File: src/rtl/cam_sccb_arb.sv
// cam_sccb_arb: arbitrates init and runtime register writes onto one SCCB master with retry, timeout and bus-free gap
module cam_sccb_arb #(
   parameter int GAP_CYC     = 16,
   parameter int RETRY_MAX   = 2,
   parameter int TIMEOUT_CYC = 65535
) (
   input  logic        sys_clk,
   input  logic        sys_rst,
   input  logic        pwr_done,
   input  logic        init_done,
   input  logic        init_start,
   input  logic [23:0] init_data,
   output logic        init_end,
   input  logic        rt_start,
   input  logic [23:0] rt_data,
   output logic        rt_end,
   output logic        sccb_start,
   output logic [23:0] sccb_data,
   input  logic        sccb_end,
   input  logic        sccb_nack,
   output logic        err,
   output logic        busy,
   output logic        ovf
);
   localparam int GW = $clog2(GAP_CYC + 1);
   localparam int TW = $clog2(TIMEOUT_CYC + 1);
   localparam int RW = (RETRY_MAX > 0) ? $clog2(RETRY_MAX + 1) : 1;

   typedef enum logic [1:0] {IDLE, ISSUE, BUSY, GAP} state_t;

   state_t        state, state_nx;
   logic          init_full, rt_full, owner;
   logic [23:0]   init_buf, rt_buf;
   logic [GW-1:0] gap_cnt;
   logic [TW-1:0] tmo_cnt;
   logic [RW-1:0] retry_cnt;
   logic          done, fail, retry, finish, issue_go, grant_rt;
   logic          clr_init, clr_rt, acc_init, acc_rt;

   assign done       = state == BUSY && sccb_end && !sccb_nack;
   assign fail       = state == BUSY && ((sccb_end && sccb_nack) || tmo_cnt == TW'(TIMEOUT_CYC));
   assign retry      = fail && retry_cnt != RW'(RETRY_MAX);
   assign finish     = done || (fail && !retry);
   assign issue_go   = state == IDLE && pwr_done && gap_cnt == '0 && (init_full || rt_full);
   assign grant_rt   = rt_full && (!init_full || (init_done && !owner));
   assign clr_init   = finish && !owner;
   assign clr_rt     = finish && owner;
   assign acc_init   = init_start && (!init_full || clr_init);
   assign acc_rt     = rt_start && (!rt_full || clr_rt);
   assign sccb_start = state == ISSUE;
   assign busy       = state != IDLE;

   // next state: a retry leaves GAP straight into ISSUE, otherwise back to IDLE
   always_comb begin
      state_nx = state;
      case (state)
         IDLE:    state_nx = issue_go ? ISSUE : IDLE;
         ISSUE:   state_nx = BUSY;
         BUSY:    state_nx = (done || fail) ? GAP : BUSY;
         GAP:     state_nx = (gap_cnt != '0) ? GAP : (retry_cnt != '0) ? ISSUE : IDLE;
         default: state_nx = IDLE;
      endcase
   end

   // state register
   always_ff @(posedge sys_clk or posedge sys_rst) begin
      if (sys_rst) state <= IDLE;
      else state <= state_nx;
   end

   // gap counter doubles as the post-reset hold-off; timeout and retry counters
   always_ff @(posedge sys_clk or posedge sys_rst) begin
      if (sys_rst) begin
         gap_cnt   <= GW'(GAP_CYC);
         tmo_cnt   <= '0;
         retry_cnt <= '0;
      end else begin
         gap_cnt   <= (state == BUSY && state_nx == GAP) ? GW'(GAP_CYC - 1) :
                      (gap_cnt != '0) ? gap_cnt - GW'(1) : gap_cnt;
         tmo_cnt   <= (state == ISSUE) ? '0 :
                      (state == BUSY && tmo_cnt != TW'(TIMEOUT_CYC)) ? tmo_cnt + TW'(1) : tmo_cnt;
         retry_cnt <= finish ? '0 : retry ? retry_cnt + RW'(1) : retry_cnt;
      end
   end

   // owner and write word latched at grant; end pulses and err one cycle after the outcome
   always_ff @(posedge sys_clk or posedge sys_rst) begin
      if (sys_rst) begin
         owner     <= 1'b0;
         sccb_data <= '0;
         init_end  <= 1'b0;
         rt_end    <= 1'b0;
         err       <= 1'b0;
      end else begin
         if (issue_go) begin
            owner     <= grant_rt;
            sccb_data <= grant_rt ? rt_buf : init_buf;
         end
         init_end <= clr_init;
         rt_end   <= clr_rt;
         err      <= finish && fail;
      end
   end

   // pending slots: a new start beats a same-cycle clear, a start into a busy slot is dropped
   always_ff @(posedge sys_clk or posedge sys_rst) begin
      if (sys_rst) begin
         init_full <= 1'b0;
         rt_full   <= 1'b0;
         init_buf  <= '0;
         rt_buf    <= '0;
         ovf       <= 1'b0;
      end else begin
         init_full <= init_start || (init_full && !clr_init);
         rt_full   <= rt_start || (rt_full && !clr_rt);
         if (acc_init) init_buf <= init_data;
         if (acc_rt) rt_buf <= rt_data;
         ovf <= ovf || (init_start && !acc_init) || (rt_start && !acc_rt);
      end
   end
endmodule

File: config.mk
export PLATFORM = sky130hd
export DESIGN_NAME = cam_sccb_arb
export DESIGN_NICKNAME = d
export VERILOG_FILES = /design/src/rtl/cam_sccb_arb.sv
export SDC_FILE = /design/constraint.sdc
export NUM_CORES = 1
export LEC_CHECK = 0
export ABC_AREA = 1
export BUFFER_PORTS_ARGS = -buffer_cell sky130_fd_sc_hd__buf_4
export CORE_MARGIN = 2
export CORE_UTILIZATION = 60
export CTS_CLUSTER_DIAMETER = 60
export CTS_CLUSTER_SIZE = 25
export DETAILED_ROUTE_END_ITERATION = 10
export GPL_TIMING_DRIVEN = 0
export PLACE_DENSITY = 0.85
export SLEW_MARGIN = 10
export SYNTH_ARGS = -nofsm -noshare
export SYNTH_HDL_FRONTEND = slang
export SYNTH_SLANG_ARGS = --single-unit
export TNS_END_PERCENT = 1
File: constraint.sdc
create_clock -name sys_clk -period 7.5 [get_ports sys_clk]
set_input_delay 1.875 -clock sys_clk [delete_from_list [all_inputs] [get_ports sys_clk]]
set_output_delay 1.875 -clock sys_clk [all_outputs]
set_load 0.05 [all_outputs]
# Word level (Yosys, flattened, before mapping)
# Cells that the tools add are included.
totals:
  out_inout_bits: 30
  ff_bits: 104
  in_bits: 56
op_classes:
  n_addsub: 3
  eq_ne: 7
  n_mux: 12
  n_reduce_logical: 50
op_table:
  columns: ["cell", "count"]
  rows:
  - ["2-to-1 mux 16 bit", 2]
  - ["2-to-1 mux 24 bit", 1]
  - ["logical AND 1 bit", 22]
  - ["adder 16 x 1 -> 16 bit (second input constant)", 1]
  - ["equality test 16 bit (second input constant)", 1]
  - ["!= test 16 bit (second input constant)", 1]
  - ["logical OR 1 bit", 11]
  - ["2-to-1 mux 5 bit", 2]
  - ["nonzero test 2 bit", 5]
  - ["logical NOT 1 bit", 9]
  - ["case mux 2 bit (4 select lines)", 1]
  - ["equality test 2 bit (second input constant)", 3]
  - ["2-to-1 mux 2 bit", 3]
  - ["logical NOT 5 bit", 1]
  - ["nonzero test 5 bit", 1]
  - ["subtractor 5 x 1 -> 5 bit (second input constant)", 1]
  - ["2-to-1 mux 1 bit", 3]
  - ["adder 2 x 1 -> 2 bit (second input constant)", 1]
  - ["equality test 2 x 1 -> 1 bit (second input constant)", 1]
  - ["logical NOT 2 bit", 1]
  - ["!= test 2 bit (second input constant)", 1]

# Depth between registers and ports, before layout
# Gate-level depths: netlist of run 1.
depth:
  word_depth: 14
  mapped_depth: 12
  mapped_depth_nobuf: 11

# Worst setup path after synthesis of run 1
# Ideal clock, no wire load.
synth_timing:
  path_type: "register -> output"
  startpoint: "register state[0]"
  endpoint: "output sccb_start"
  path_slack_ns: 4.423
  required_time_ns: 5.625
  t_arrival_ns: 1.202
  n_path_buf: 0
  stages_incl_launch_ff: 3
  cell_sequence: "dfrtp_1 inv_1 nor2_1"
synth_between:
  elab_chain_len: 1
synth_rtl:
  columns: ["element", "line", "source"]
  rows:
  - ["from (decl)", "31", "state_t state, state_nx;"]
  - ["from (signal assigned)", "68", "else state <= state_nx;"]
  - ["equality test 2 x 1 -> 1 bit", "50", "assign sccb_start = state == ISSUE;"]
  - ["to (decl)", "17", "output logic sccb_start,"]
# No other way between the ends.

# Worst setup path in the final report of run 1
# Same ends and word-level chain as after synthesis.

==> results.toml, run 1 <==
[yosys]
synth_cells = 556
synth.top_cells.by_area = "dfrtp_1 54%, nand2_1 13%, nand3_1 6.7%"
synth_edf_count = 0
netlist_area_um2 = 4770
ys_seq_area_frac = 0.546
syn_avg_cell_area_um2 = 8.58
ys_types = 33
yosys-top-cells-count = "170 x nand2_1, 103 x dfrtp_1, 64 x nand3_1"
synth.most_common_cell = "nand2_1"
synth_nets = 617
synth_top_area_cell = "dfrtp_1"
synth-seq-cells = 104
yosysTopAreaCellShare = 0.540
yosysWarningCount = 0
synth_flop_cell = "dfrtp_1"
ys_async_sr_fraction = 1.00

[sta]
hold_viol_final = 0
fmax_mhz = 302
rsz0062_at_grt = "no"
setup_viol = 0
tightest_slew_ns = 0.644
min_period_ns = 3.31
setup_tns_ns = 0
fin_hold_ws_ns = 0.481
maxSlewViolCount = 0
period_share = 0.441
slew_headroom = 0.571
worst_slack_ns = 4.19
finClkSkew_ns = 0.0206

[routing]
vias_per_cell = 5.42
drt_wl_total_um = 11300
drt-pass1-iter-count = 4
drtAntennaViolNets = 0
drc_errors = 0
routed.top_layer = "met4"
vias = 4108
route.met2.wl_um = 5530
detail_route.wl_per_cell_um = 14.9
dr_wl_met3_um = 783
wl_met1_um = 4740
first_iter_violations = 200

[global_route]
overflow = 0
grt_pass1_vias = 3958
grt_max_degree = 54
antenna_found_initial = 0
grt_pass1_wl_um = 18600
grt_usage = 0.276

[clock_network]
cts_resized = 0
htreeDepth = 3
root_buffer = "clkbuf_8"
ctsHoldBuffers = 0
cts.sinks = 104
post-cts-setup-buffers = 0
cts_buffers = 9
clkLatencyLatePin_ns = 0.37
cts_buffer_depth = 2
cts_tree = "built"
clk_pin_slew_ns = 0.10

[setup_path]
crit_chain = "inv_1 > nor2_1 > buf_4"
start_kind = "flip-flop"
critPathMaxFanout = 4
cp.depth = 3
cpPeakStageDelay_ns = 0.43
path_delay_family = "flip-flops"
worst_path_max_delay_cell = "dfrtp_1"
path_buf_inv = 2
arrival_ns = 1.43
crit_required_ns = 5.62
end_kind = "primary output"
worst-r2r-cell-count = 9
critPathKind = "reg -> out"

[floorplanning]
initial_core_util = 0.617
num_rows = 32
die-area_um2 = 8680
die_h_um = 93.2
die_x_um = 93.2
core_area_um2 = 7730
ios = 86

[pwr]
p_per_area_nw_per_um2 = 248
peakVddDrop_mv = 0.129
p_leak_nw = 2.99

[place]
gp_congestion = 0.913
port_buffers = 83
dp_hpwl_um = 8200
pre_cts_slack_ns = 4.20

[worst_hold_path]
holdPathStages = 2
hp-class = "reg -> reg"

[job]
drv_cap = 0

[cells_and_area]
diodes = 0
areaGrowthSynthToFinish_pct = 20.2
drive_gt1_frac = 0.216
nets = 712

[outcome]
status = "complete, no violations"
-- power breakdown --
| part | switching (W) | total (W) | internal, W |
|---|---|---|---|
| sequential | 0.0000744 | 0.000750 | 0.000676 |
| combinational | 0.000208 | 0.000340 | 0.000132 |
| clock | 0.000204 | 0.000333 | 0.000129 |
-- worst paths after layout --
| path | slack [ns] | from | to |
|---|---|---|---|
| worst max-delay path | 4.19 | state[0] | sccb_start |
| worst min-delay path | 0.48 | rt_buf[0] | rt_buf[0] |
| worst max register to register | 5.53 | gap_cnt[0] | sccb_data[0] |
| worst min register to register | 0.48 | rt_buf[0] | rt_buf[0] |
| max in group asynchronous | 5.17 | sys_rst | gap_cnt[4] |
| min in group asynchronous | 1.59 | sys_rst | sccb_data[0] |
-- cells in the final DEF, fill, tap and decap left out, drive strengths merged, types with 2 or more instances in the layout --
master	count
inv	45
clkbuf	19
mux2i	2
ha	5
clkinv	2
nand3	69
a21oi	30
xor2	2
o22ai	2
nor3	4
nor2	51
o21ai	34
nand4	2
nand2	180
buf	98
dfrtp	103
xnor2	2
-- metal layers --
| layer | vias up | global-route usage |
|---|---|---|
| li1 | 1979 | - |
| met4 | 0 | 0.0968 |
| met3 | 20 | 0.0629 |
| met1 | 1946 | 0.367 |
| met2 | 163 | 0.450 |
| met5 | - | 0 |
-- cells by family (layout without fill, tap and decap cells) --
| group | Yosys count | in the layout | share of synthesized area |
|---|---|---|---|
| AND/OR/NAND/NOR | 307 | 307 | 0.287 |
| flip-flops | 104 | 104 | 0.546 |
| AO/OA/AOI/OAI | 70 | 70 | 0.0784 |
| buffers and inverters | 64 | 164 | 0.0643 |
| adder cells (fa/ha/maj) | 5 | 5 | 0.0131 |
| XOR/XNOR | 4 | 4 | 0.00734 |
| multiplexers | 2 | 2 | 0.00420 |
-- flip-flops by register name, indices dropped and copies added (netlist names), 2 cells and up --
| name | count |
|---|---|
| init_buf | 24 |
| rt_buf | 24 |
| sccb_data | 24 |
| tmo_cnt | 16 |
| gap_cnt | 5 |
| retry_cnt | 2 |
| state | 2 |
-- tightest hold or removal path: cells and delay by family, from the launching register on --
kind          cells  cell delay [ns]
flops             1             0.36
simple gates      2             0.09
-- cell type report --
cell class | count | area, um^2
repair buffers | 84 | 651
well taps | 102 | 128
inverters | 41 | 156
clock inverters | 6 | 57.6
flip-flops and latches | 104 | 2600
multi-input cells | 388 | 1860
clock buffers | 10 | 128
plain buffers | 23 | 153
fillers | 569 | 1990
-- per-stage QoR --
step,cells,power (W),area [um^2],util
2_1_floorplan,556,0.000988,4770,-
3_3_place_gp,741,0.00107,5520,0.715
3_5_place_dp,742,0.00110,5550,0.718
4_1_cts,758,0.00143,5740,0.742
5_1_grt,758,0.00150,5740,0.742
6_report,758,0.00142,5740,0.742
Power figures use the tool's default switching activity.
==> run 2, diff against run 1 <==
Settings changed: ABC_AREA 1 to 0, CORE_UTILIZATION 60 to 50, PLACE_DENSITY 0.85 to 0.76.
Clock period 7.5 ns to 2.7 ns, I/O delays scaled along.
==> results.toml, run 2 <==
[outcome]
status = "complete, no violations"

[sta]
fmax_mhz = 397
setup_tns_ns = 0
tightest_slew_ns = 0.882
setup_viol = 0
min_period_ns = 2.52
hold_viol_final = 0
finClkSkew_ns = 0.0116
maxSlewViolCount = 0
rsz0062_at_grt = "no"
period_share = 0.934
slew_headroom = 0.408
worst_slack_ns = 0.179

[routing]
vias = 3222
drtAntennaViolNets = 0
detail_route.wl_per_cell_um = 16.0
first_iter_violations = 143
drt-pass1-iter-count = 4
vias_per_cell = 5.39
drt_wl_total_um = 9580
drc_errors = 0

[floorplanning]
num_rows = 35
initial_core_util = 0.508
die_h_um = 99.9
core_area_um2 = 9060
die_x_um = 99.9
ios = 86
die-area_um2 = 9990

[setup_path]
critPathLaunch = "state[0]"
critPathKind = "reg -> out"
cpPeakStageDelay_ns = 0.39
cp.depth = 5
worst-r2r-cell-count = 7
r2r_end = "rt_buf[23]"
worst_setup_path_endpoint = "sccb_start"
arrival_ns = 1.85
worst_path_max_delay_cell = "clkbuf_1"
crit_chain = "clkbuf_1 > nand2_1 > clkbuf_1 > inv_1 > buf_4"
start_kind = "flip-flop"
path_delay_family = "buffers and inverters"
path_buf_inv = 4
cpMostUsedCell = "clkbuf_1"
reg2reg_slack_ns = 0.28
end_kind = "primary output"
rr_startpoint = "tmo_cnt[0]"
crit_required_ns = 2.03
critPathMaxFanout = 10

[global_route]
grt_pass1_vias = 3360
grt_usage = 0.203
grt_max_degree = 38
overflow = 0
antenna_found_initial = 0
grt_pass1_wl_um = 16100

[clock_network]
post-cts-setup-buffers = 0
cts_tree = "built"
root_buffer = "clkbuf_8"
clkLatencyLatePin_ns = 0.35
htreeDepth = 3
cts.sinks = 104
cts_resized = 0
clk_pin_slew_ns = 0.09
cts_buffer_depth = 2
cts_buffers = 9
ctsHoldBuffers = 0

[place]
gp_congestion = 0.787
port_buffers = 85
pre_cts_slack_ns = 0.201
place_area_um2 = 5440
dp_hpwl_um = 7050

[cells_and_area]
final_cell_mix = "103 x dfrtp_1, 85 x buf_4, 59 x nand2_1"
nets = 543
diodes = 0
top_regs = "init_buf x24, rt_buf x24, sccb_data x24"
areaGrowthSynthToFinish_pct = 22.8
layout_commonest_cell = "dfrtp_1"
finalInstanceArea_um2 = 5650
drive_gt1_frac = 0.339
final_util = 0.623

[job]
drv_cap = 0

[pwr]
p_per_area_nw_per_um2 = 677
peakVddDrop_mv = 0.414
p_leak_nw = 2.78
total_power_w = 0.00382

[yosys]
yosys-top-cells-count = "103 x dfrtp_1, 59 x nand2_1, 46 x mux2_2"
synth_top_area_cell = "dfrtp_1"
yosysTopAreaCellShare = 0.560
synth_edf_count = 0
synth_flop_cell = "dfrtp_1"
netlist_area_um2 = 4600
synth_nets = 444
yosysWarningCount = 0
synth_cells = 383
synth.most_common_cell = "dfrtp_1"
syn_avg_cell_area_um2 = 12.0
ys_types = 49
synth-seq-cells = 104
ys_async_sr_fraction = 1.00
ys_seq_area_frac = 0.566
synth.top_cells.by_area = "dfrtp_1 56%, mux2_2 11%, mux2i_1 7.0%"

[worst_hold_path]
hp-class = "in -> async"
==> run 2: changes by cell type in the layout (fill, tap and decap cells not counted), moves of 9 or more <==
cell and change:
a21oi_1 -24, inv_1 -18, inv_2 -9, mux2_2 +46, mux2i_1 +30, nand2_1 -111
nand3_1 -55, nor2_1 -40
==> run 2: worst min path at each step <==
stage	from	end	cells past startpoint
after floorplan	tmo_cnt[15]	tmo_cnt[15]	1
after global routing	sys_rst	gap_cnt[0]	2
final	sys_rst	gap_cnt[1]	2
after global placement	tmo_cnt[15]	tmo_cnt[15]	1
after detailed placement	sccb_data[16]	sccb_data[16]	2
after CTS	sys_rst	gap_cnt[0]	2
==> run 2: logic make-up (layout without fill, tap and decap cells) <==
family	Yosys count	after routing	synth area share
xor gates and xnor gates	4	4	0.00762
AOI/OAI and AO/OA	61	61	0.0900
and+or+nand+nor	99	99	0.104
adders and majority gates	5	5	0.0136
muxes	80	80	0.187
buffers and inverters	30	134	0.0318
DFF	104	104	0.566
==> run 2: cell type report <==
class	count	area, um^2
clock inverters	4	52.6
fillers	699	3420
well taps	111	139
repair buffers	88	698
multi-input cells	249	1860
clock buffers	12	145
flip-flops and latches	104	2600
plain buffers	16	93.8
inverters	14	56.3
==> run 2: layer usage <==
metal / vias up / share of wire / global-route usage
li1: 1545 / - / -
met1: 1590 / 0.42 / 0.253
met2: 76 / 0.50 / 0.346
met3: 11 / 0.059 / 0.0529
met4: 0 / 0.016 / 0.0706
met5: - / 0 / 0
==> run 2: stage by stage <==
step | hold slack [ns] | instances
after floorplan | 0.445 | 383
after global placement | 0.462 | 579
after detailed placement | 0.472 | 582
after CTS | 0.222 | 598
after global routing | 0.219 | 598
final | 0.234 | 598
==> run 2: report_power, final <==
group | switching (W) | internal [W]
combinational | 0.000400 | 0.000433
clock | 0.000506 | 0.000459
sequential | 0.000186 | 0.00184
total | 0.00109 | 0.00273
==> run 3, diff against run 2 <==
Settings changed: RECOVER_POWER set to 100.
==> results.toml, run 3 (synthesis results as in run 2) <==
[clock_network]
clk_pin_slew_ns = 0.09
cts.sinks = 104
root_buffer = "clkbuf_8"
htreeDepth = 3
cts_buffers = 9
clkLatencyLatePin_ns = 0.35
ctsHoldBuffers = 0
cts_buffer_depth = 2
post-cts-setup-buffers = 0
cts_tree = "built"
cts_resized = 0

[cells_and_area]
areaGrowthSynthToFinish_pct = 19.8
nets = 543
final_util = 0.608
drive_gt1_frac = 0.277
multi_input_area_um2 = 1860
fillCellCount = 733
ff_latch_area_um2 = 2600
final_cell_mix = "103 x dfrtp_1, 59 x nand2_1, 54 x buf_4"
diodes = 0
layout_commonest_cell = "dfrtp_1"
top_regs = "init_buf x24, rt_buf x24, sccb_data x24"

[routing]
drt_wl_total_um = 9600
vias = 3219
first_iter_violations = 153
drtAntennaViolNets = 0
drt-pass1-iter-count = 4
vias_per_cell = 5.38
drc_errors = 0
detail_route.wl_per_cell_um = 16.0

[sta]
fmax_mhz = 392
maxSlewViolCount = 33
setup_tns_ns = 0
fin_hold_ws_ns = 0.259
min_period_ns = 2.55
period_share = 0.945
hold_viol_final = 0
finClkSkew_ns = 0.0138
tightest_slew_ns = 1.88
rsz0062_at_grt = "no"
setup_viol = 0
slew_headroom = -0.252
worst_slack_ns = 0.149

[setup_path]
critPathKind = "reg -> out"
end_kind = "primary output"
critPathMaxFanout = 10
crit_required_ns = 2.03
start_kind = "flip-flop"
arrival_ns = 1.88

[global_route]
grt_pass1_vias = 3360
antenna_found_initial = 0
grt_usage = 0.203
grt_max_degree = 38
grt_pass1_wl_um = 16100
overflow = 0

[pwr]
p_leak_nw = 2.65
peakVddDrop_mv = 0.416
p_per_area_nw_per_um2 = 692
total_power_w = 0.00382

[place]
pre_cts_slack_ns = 0.201
port_buffers = 85
gp_congestion = 0.787
dp_hpwl_um = 7050

[floorplanning]
ios = 86
die_h_um = 99.9
die-area_um2 = 9990
num_rows = 35
initial_core_util = 0.508
die_x_um = 99.9
core_area_um2 = 9060

[outcome]
status = "complete, but fails checks"
violations = "max-capacitance violations, max-slew violations"

[job]
drv_cap = 1

[worst_hold_path]
hp-class = "in -> async"
-- run 3: metal layers --
layer	share of wire	vias up	GRT usage
met1	0.43	1589	0.253
met2	0.50	71	0.346
met3	0.057	11	0.0529
met4	0.015	0	0.0706
met5	0	-	0
li1	-	1548	-
-- run 3: area by class of cell --
cell class,instances,share of cell area
multi-input cells,249,0.337
plain buffers,16,0.0170
inverters,14,0.00976
clock inverters,4,0.00953
flip-flops and latches,104,0.472
repair buffers,88,0.102
clock buffers,12,0.0263
well taps,111,0.0252
-- run 3: path summary, 6_finish.rpt --
kind                          startpoint             to  slack (ns)  cells past startpoint
max in group asynchronous        sys_rst  sccb_data[16]        0.35                      4
max reg2reg                   tmo_cnt[0]    init_buf[1]        0.28                      7
min                              sys_rst     gap_cnt[1]        0.26                      2
min reg2reg                sccb_data[16]  sccb_data[16]        0.49                      2
min in group sys_clk       sccb_data[16]  sccb_data[16]        0.49                      2
max                             state[0]     sccb_start        0.15                      5
-- run 3: report_power, final --
group          switching [W]  internal [W]  leakage, nW  total, W
clock network       0.000509      0.000459        0.101  0.000969
registers           0.000186       0.00184         1.37   0.00202
logic               0.000399      0.000425         1.18  0.000823
-- run 3: critical path, cell delays in order, from the launching register on --
cell and delay [ns]:
dfrtp_1 0.38, clkbuf_1 0.19, nand2_1 0.23, clkbuf_1 0.39, inv_1 0.11, clkbuf_4 0.23
-- run 3: per-stage QoR --
| stage | std cells | cell area [um^2] |
|---|---|---|
| 3_3_place_gp | 579 | 5380 |
| 2_1_floorplan | 383 | 4600 |
| 3_5_place_dp | 582 | 5440 |
| 5_1_grt | 598 | 5510 |
| 6_report | 598 | 5510 |
| 4_1_cts | 598 | 5640 |
